<file path="src/rtl/sargantana_icache_mem_ctrl.sv">
// rtl/sargantana_icache_mem_ctrl.sv - icache tag/data memory sequencer for lookup, refill and flush
module sargantana_icache_mem_ctrl #(
    parameter int ICACHE_N_WAY = 4,
    parameter int ICACHE_DEPTH = 64,
    parameter int IDX_WIDTH    = 6,
    parameter int TAG_WIDTH    = 20,
    parameter int LINE_WIDTH   = 128
) (
    input  logic                    clk_i,
    input  logic                    rst_i,
    input  logic                    lookup_valid_i,
    input  logic [IDX_WIDTH-1:0]    lookup_idx_i,
    output logic                    lookup_ready_o,
    input  logic                    refill_valid_i,
    input  logic [IDX_WIDTH-1:0]    refill_idx_i,
    input  logic [TAG_WIDTH-1:0]    refill_tag_i,
    input  logic [LINE_WIDTH-1:0]   refill_line_i,
    output logic                    refill_ready_o,
    input  logic                    flush_req_i,
    output logic                    flush_busy_o,
    output logic                    flush_done_o,
    output logic                    rd_valid_o,
    output logic [ICACHE_N_WAY-1:0] tag_req_o,
    output logic [ICACHE_N_WAY-1:0] data_req_o,
    output logic                    tag_we_o,
    output logic                    data_we_o,
    output logic                    flush_en_o,
    output logic                    valid_bit_o,
    output logic [IDX_WIDTH-1:0]    addr_o,
    output logic [TAG_WIDTH-1:0]    tag_o,
    output logic [LINE_WIDTH-1:0]   cline_o,
    output logic [ICACHE_N_WAY-1:0] refill_way_o
);

    typedef enum logic {
        IDLE  = 1'b0,
        FLUSH = 1'b1
    } state_t;

    state_t                  state_q;
    state_t                  state_d;
    logic [IDX_WIDTH-1:0]    cnt_q;
    logic [ICACHE_N_WAY-1:0] victim_q;
    logic                    rd_valid_q;
    logic                    flush_done_q;

    logic in_idle;
    logic cnt_last;
    logic flush_acc;
    logic refill_acc;
    logic lookup_acc;

    assign in_idle    = (state_q == IDLE);
    assign cnt_last   = (cnt_q == IDX_WIDTH'(ICACHE_DEPTH - 1));
    assign refill_ready_o = in_idle && !rst_i && !flush_req_i;
    assign lookup_ready_o = refill_ready_o && !refill_valid_i;
    assign flush_acc  = in_idle && !rst_i && flush_req_i;
    assign refill_acc = refill_valid_i && refill_ready_o;
    assign lookup_acc = lookup_valid_i && lookup_ready_o;

    assign flush_busy_o = (state_q == FLUSH);
    assign flush_done_o = flush_done_q;
    assign rd_valid_o   = rd_valid_q;

    always_ff @(posedge clk_i) begin
        if (rst_i) begin
            state_q <= IDLE;
        end else begin
            state_q <= state_d;
        end
    end

    always_comb begin
        state_d = state_q;
        case (state_q)
            IDLE:    if (flush_req_i) state_d = FLUSH;
            FLUSH:   if (cnt_last) state_d = IDLE;
            default: state_d = IDLE;
        endcase
    end

    // Victim is kept one-hot and rotated so it maps straight onto the way enables.
    always_ff @(posedge clk_i) begin
        if (rst_i) begin
            cnt_q        <= '0;
            victim_q     <= ICACHE_N_WAY'(1);
            rd_valid_q   <= 1'b0;
            flush_done_q <= 1'b0;
        end else begin
            rd_valid_q   <= lookup_acc;
            flush_done_q <= (state_q == FLUSH) && cnt_last;
            if (state_q == FLUSH) begin
                cnt_q <= cnt_last ? '0 : cnt_q + 1'b1;
            end else if (flush_acc) begin
                cnt_q <= '0;
            end
            if (refill_acc) begin
                victim_q <= (victim_q << 1) | (victim_q >> (ICACHE_N_WAY - 1));
            end
        end
    end

    always_comb begin
        tag_req_o    = '0;
        data_req_o   = '0;
        tag_we_o     = 1'b0;
        data_we_o    = 1'b0;
        flush_en_o   = 1'b0;
        valid_bit_o  = 1'b0;
        addr_o       = '0;
        tag_o        = '0;
        cline_o      = '0;
        refill_way_o = '0;
        case (state_q)
            FLUSH: begin
                tag_req_o  = '1;
                tag_we_o   = 1'b1;
                flush_en_o = 1'b1;
                addr_o     = cnt_q;
            end
            default: begin
                if (refill_acc) begin
                    tag_req_o    = victim_q;
                    data_req_o   = victim_q;
                    tag_we_o     = 1'b1;
                    data_we_o    = 1'b1;
                    valid_bit_o  = 1'b1;
                    addr_o       = refill_idx_i;
                    tag_o        = refill_tag_i;
                    cline_o      = refill_line_i;
                    refill_way_o = victim_q;
                end else if (lookup_acc) begin
                    tag_req_o  = '1;
                    data_req_o = '1;
                    addr_o     = lookup_idx_i;
                end
            end
        endcase
    end

endmodule

</file>
<file path="config.mk">
export PLATFORM = sky130hd
export DESIGN_NAME = sargantana_icache_mem_ctrl
export DESIGN_NICKNAME = d
export VERILOG_FILES = /design/src/rtl/sargantana_icache_mem_ctrl.sv
export SDC_FILE = /design/constraint.sdc
export NUM_CORES = 1
export LEC_CHECK = 0
export BUFFER_PORTS_ARGS = -buffer_cell sky130_fd_sc_hd__buf_2
export CAP_MARGIN = 15
export CORE_AREA = 2 2 132 134
export CTS_CLUSTER_SIZE = 10
export DETAILED_ROUTE_END_ITERATION = 6
export DIE_AREA = 0 0 134 136
export PLACE_DENSITY_LB_ADDON = 0.12
export SYNTH_ARGS = -nofsm -noshare
export SYNTH_HDL_FRONTEND = slang
export SYNTH_SLANG_ARGS = --single-unit
</file>
<file path="constraint.sdc">
create_clock -name clk_i -period 2.25 [get_ports clk_i]
set_input_delay 0.225 -clock clk_i [delete_from_list [all_inputs] [get_ports clk_i]]
set_output_delay 0.225 -clock clk_i [all_outputs]
set_load 0.005 [all_outputs]
</file>
==> results of run 1 <==
## cell usage in the layout, fill, tap and decap left out, drive strengths merged, types with 2 or more instances in the layout
master  instances
buf           346
and2          148
nand2          33
dfxtp          13
a21oi           8
a32oi           7
inv             6
o21ai           6
nor3            3
nor2b           3
nor2            3
clkbuf          3
clkinv          2
nand2b          2
nand3           2
## worst paths after layout
kind,from,to,cells past startpoint
setup / recovery,flush_busy_o,data_req_o[3],6
hold / removal,rst_i,victim_q[1],3
setup reg to reg,flush_busy_o,victim_q[3],5
hold reg to reg,victim_q[1],victim_q[1],2
## worst max-delay path, cell delays in order (launching register included)
cell and delay, ns:
dfxtp_1 0.31, or4b_1 0.58, clkinv_2 0.12, buf_12 0.24
nand2_1 0.17, nand2_1 0.09, buf_2 0.11
## stage by stage
stage	worst slack, ns	std cells	instance area, um2	util
2_1_floorplan	0.574	271	1840	-
3_3_place_gp	0.390	817	3690	0.218
3_5_place_dp	0.343	817	3690	0.218
4_1_cts	0.104	821	3770	0.223
5_1_grt	0.00498	821	3770	0.223
6_report	0.163	821	3770	0.223
## state kept, by name (all words and copies together) (netlist names)
signal and count:
flush_busy_o 1, victim_q 4, flush_done_o 1, cnt_q 6
rd_valid_o 1
## cell usage after synthesis
library cell    n
buf_4           2
clkinv_2        1
or4b_1          1
nand3_1         2
nor4_1          1
xor2_1          1
nand2b_1        2
ha_1            1
buf_2           1
a21bo_2         1
buf_6          12
a32oi_1         7
clkbuf_1        8
a211oi_1        1
nor3_1          3
nand3b_1        1
nor2b_1         3
and2_1        148
dfxtp_1        13
a21oi_1         8
nor3b_1         1
inv_1           6
o21bai_1        1
clkbuf_2        1
a41oi_1         1
nor2_1          3
and4_1          1
o21ai_0         6
buf_8           1
nand2_1        33
## logic make-up (layout without fill, tap and decap cells)
family,count (synthesis),in the layout
simple gates,199,199
fa+ha+maj,1,1
buf+inv,32,357
compound gates,25,25
flops,13,13
xor+xnor,1,1
## per-layer routing
layer  up-vias  share of wire
met5         -         0.0025
met2       160           0.53
met4         4         0.0066
li1       1488              -
met3        10          0.082
met1      1244           0.37
## cell type report
type	instances	share of cell area
timing repair buffer	346	0.471
multi-input combinational	226	0.357
tap	225	0.0747
sequential	13	0.0691
clock buffer	3	0.0199
inverter	7	0.00731
clock inverter	1	0.00133
## power breakdown
group	internal [W]	switching [W]
clock	0.000237	0.000103
combinational	0.000201	0.000141
sequential	0.000236	0.00000469
==> impl_metrics.toml, run 1 <==
[yosys]
synth.cell_area_um2 = 1840
synth_top_family_by_area = "simple AND/OR/NAND/NOR gates"
synth_compound_area_frac = 0.0899
yosysTopAreaCellShare = 0.504
ys_seq_area_frac = 0.142
synth_mux_area_frac = 0
synth_fa_ha_area_frac = 0.00681
postSynthAreaPerCell_um2 = 6.78
synth_xor_area_frac = 0.00477
syn_nets = 437
syn_inst = 271
synth.distinct_cells = 30
synthSimpleGateAreaFrac = 0.630
synthTopCellsByArea = "and2_1, dfxtp_1, buf_6, nand2_1, a32oi_1"
yosysTopAreaCell = "and2_1"
ys_warn_count = 0
synth_seq_cells = 13

[clock_network]
cts_tree = "built"
htreeDepth = 1
clk_latency_ns = 0.24
postCtsSetupBuffers = 0
cts-root-buf = "clkbuf_16"
clk_pin_slew_ns = 0.05
ctsResizeCount = 0
postCtsHoldBufs = 0
numCtsBuffers = 3
cts_sinks = 13
clk_path_buf_depth = 2

[timing]
fin_crit_ns = 2.09
finalHoldViolCount = 0
grt_setup_unrepaired = "no"
fin_crit_sh = 0.927
timing.hold.ws_ns = 0.367
maxSlewHeadroom = 0.701
setup_viol = 0
worst_pin_slew_ns = 0.448
slew_viol_final = 0
max_clock_freq_mhz = 479
skew_ns = 0.000379
fin_setup_tns_ns = 0

[grt]
grt_remaining_overflow = 0
grt_use_met1 = 0.115
use_met3 = 0.0246
grt_max_degree = 89
grt_pass1_vias = 2572
grt_usage = 0.103
grt_use_met2 = 0.203
busiest_layer = "met2"
grt_pass1_wl_um = 14700
antenna_found_initial = 2

[hold_path]
hp-class = "in2reg"

[cells_and_area]
multi_input_comb_area_um2 = 1340
nets = 763
fillers = 1965
area_growth_pct = 105
seq_area_um2 = 260
final_layout_size_suffix_gt1_frac = 0.591
antenna_cells = 0

[job]
max_cap_violations = 0

[detailed_routing]
detail_route.wl_per_cell_um = 13.4
drc = 0
via_per_inst = 3.54
drtIter0Drc = 35
drtAntennaViolNets = 0
vias = 2906
drt_first_pass_iters = 4
routed_wl_um = 11000

[pwr]
p_leak_nw = 2.45
finalPower_w = 0.000922
ir_drop_v = 0.000207
p_per_area_nw_per_um2 = 245

[setup_path]
crit_arrival_ns = 1.86
critical_path_class = "reg2out"
critPathCaptureType = "output pin"
cp.required_ns = 2.03
ff2ff_setup_slack_ns = 0.62
path_max_fanout = 88
setup.worst_path.start_class = "register"

[die]
io_pins = 340
die_x_um = 134
die_h_um = 136
die-area_um2 = 18200
core_area_um2 = 16900
initial_core_util = 0.109
rows = 48

[place]
dp_hpwl_um = 9640
port_buffers = 339
gp_congestion = 0.762

[status]
status = "finished clean"
(Power assumes the default switching activity.)
==> run 2, diff against run 1 <==
==> constraint.sdc (replaced) <==
create_clock -name clk_i -period 2.2 [get_ports clk_i]
set_input_delay 0.22 -clock clk_i [delete_from_list [all_inputs] [get_ports clk_i]]
set_output_delay 0.22 -clock clk_i [all_outputs]
set_load 0.005 [all_outputs]
==> impl_metrics.toml, run 2 (same netlist as run 1, synthesis figures left out) <==
[setup_path]
crit_arrival_ns = 1.84
path_delay_family = "simple AND/OR/NAND/NOR gates"
endpoint = "data_req_o[2]"
path_max_fanout = 88
rr_startpoint = "flush_busy_o"
worstSetupStartpoint = "flush_busy_o"
cpMostUsedCell = "nand2_1"
critPathCaptureType = "output pin"
ff2ff_setup_slack_ns = 0.59
r2r-end = "victim_q[2]"
setup.worst_path.start_class = "register"
slowest_stage = "or4b_1"
max_stage_delay_ns = 0.57
critical_path_class = "reg2out"
cp.required_ns = 1.98
path_depth = 6
worstRegToRegCells = 5
path_buf_inv = 3
cp_cell_sequence = "or4b_1, clkinv_2, buf_16, nand2_1, nand2_1, buf_2"

[grt]
busiest_layer = "met2"
use_met3 = 0.0239
grt_use_met1 = 0.115
grt_use_met2 = 0.201
antenna_found_initial = 2
grt_remaining_overflow = 0
grt_pass1_wl_um = 14900
grt_max_degree = 89
grt_usage = 0.103
grt_pass1_vias = 2625

[pwr]
p_comb_frac = 0.372
p_leak_nw = 2.45
clkPwrFrac = 0.367
p_sw_w = 0.000253
ir_drop_v = 0.000214
pwr-share-seq = 0.261
p_per_area_nw_per_um2 = 249
internal_power_w = 0.000690
sw_frac_of_total = 0.268

[clock_network]
cts_sinks = 13
clk_path_buf_depth = 2
postCtsHoldBufs = 0
htreeDepth = 1
numCtsBuffers = 3
clk_pin_slew_ns = 0.05
cts_tree = "built"
postCtsSetupBuffers = 0
clk_latency_ns = 0.24
ctsResizeCount = 0
cts-root-buf = "clkbuf_16"

[die]
die_h_um = 136
die-area_um2 = 18200
core_area_um2 = 16900
io_pins = 340
rows = 48
initial_core_util = 0.109
die_x_um = 134

[timing]
grt_setup_unrepaired = "no"
max_clock_freq_mhz = 486
setup_viol = 0
finalHoldViolCount = 0
fin_setup_tns_ns = 0
fin_crit_ns = 2.06
worst_pin_slew_ns = 0.451
maxSlewHeadroom = 0.699
fin_crit_sh = 0.935
skew_ns = 0.00109
slew_viol_final = 0

[status]
status = "finished clean"

[detailed_routing]
detail_route.wl_per_cell_um = 13.3
drtAntennaViolNets = 0
vias = 2952
drtIter0Drc = 41
routed_wl_um = 10900
via_per_inst = 3.59
drt_first_pass_iters = 4
drc = 0

[place]
port_buffers = 339
dp_hpwl_um = 9630
gp_congestion = 0.763

[cells_and_area]
mostFrequentLayoutCell = "buf_2"
post-route-util = 0.224
final_layout_size_suffix_gt1_frac = 0.592
regMostFlops = "cnt_q"
layout.cells.most_common_list = "buf_2, and2_1, nand2_1"
fillers = 1950
area_growth_pct = 106
reg.largest.list = "cnt_q (6), victim_q (4)"
largest_reg_flops = 6
nets = 763

[hold_path]
hp-class = "in2reg"

[job]
max_cap_violations = 0
## run 2: cell types whose count changed in the layout (fill, tap and decap cells not counted), sizes merged
cell / previous run / this run
diode: 0 / 1
## run 2: worst min path at each step
stage / end / slack, ns / cells after the start / startpoint
after floorplan: flush_done_o / 0.40 / 2 / rst_i
after global routing: victim_q[1] / 0.37 / 3 / rst_i
after global placement: victim_q[1] / 0.46 / 2 / victim_q[1]
after detailed placement: victim_q[3] / 0.45 / 2 / victim_q[3]
after CTS: cnt_q[2] / 0.35 / 3 / rst_i
final: cnt_q[2] / 0.35 / 3 / rst_i
## run 2: power by group through the flow
| stage | registers [W] | clock network, W | logic [W] |
|---|---|---|---|
| floorplan | 0.000250 | 0 | 0.000131 |
| global placement | 0.000251 | 0 | 0.000356 |
| detailed placement | 0.000251 | 0 | 0.000355 |
| CTS | 0.000246 | 0.000354 | 0.000357 |
| global route | 0.000246 | 0.000368 | 0.000393 |
| finish | 0.000246 | 0.000346 | 0.000351 |
## run 2: area by class of cell
class	count	area, um2	area share
timing repair buffer	346	1780	0.471
antenna	1	2.50	0.000662
clock inverter	1	5.00	0.00132
clock buffer	3	75.1	0.0199
tap	225	282	0.0745
sequential	13	260	0.0689
multi-input combinational	226	1350	0.356
inverter	7	27.5	0.00728
## run 2: metal layers
metal / share of wire / wire [um]
met1: 0.36 / 3970
met2: 0.54 / 5930
met3: 0.084 / 914
met4: 0.0087 / 95
met5: 0.0015 / 16
## run 2: through the flow
stage / area [um2] / instances / worst slack, ns / hold WS [ns] / total power (W)
6_report: 3780 / 822 / 0.143 / 0.351 / 0.000943
5_1_grt: 3780 / 822 / 0.0131 / 0.369 / 0.00101
4_1_cts: 3770 / 821 / 0.0842 / 0.351 / 0.000957
3_5_place_dp: 3690 / 817 / 0.318 / 0.454 / 0.000606
3_3_place_gp: 3690 / 817 / 0.350 / 0.459 / 0.000607
2_1_floorplan: 1840 / 271 / 0.529 / 0.399 / 0.000381
## run 2: tightest hold or removal path, delay by kind of cell
kind                   cells  cell delay (ns)
buffers and inverters      2             0.27
AOI/OAI and AO/OA          1             0.05
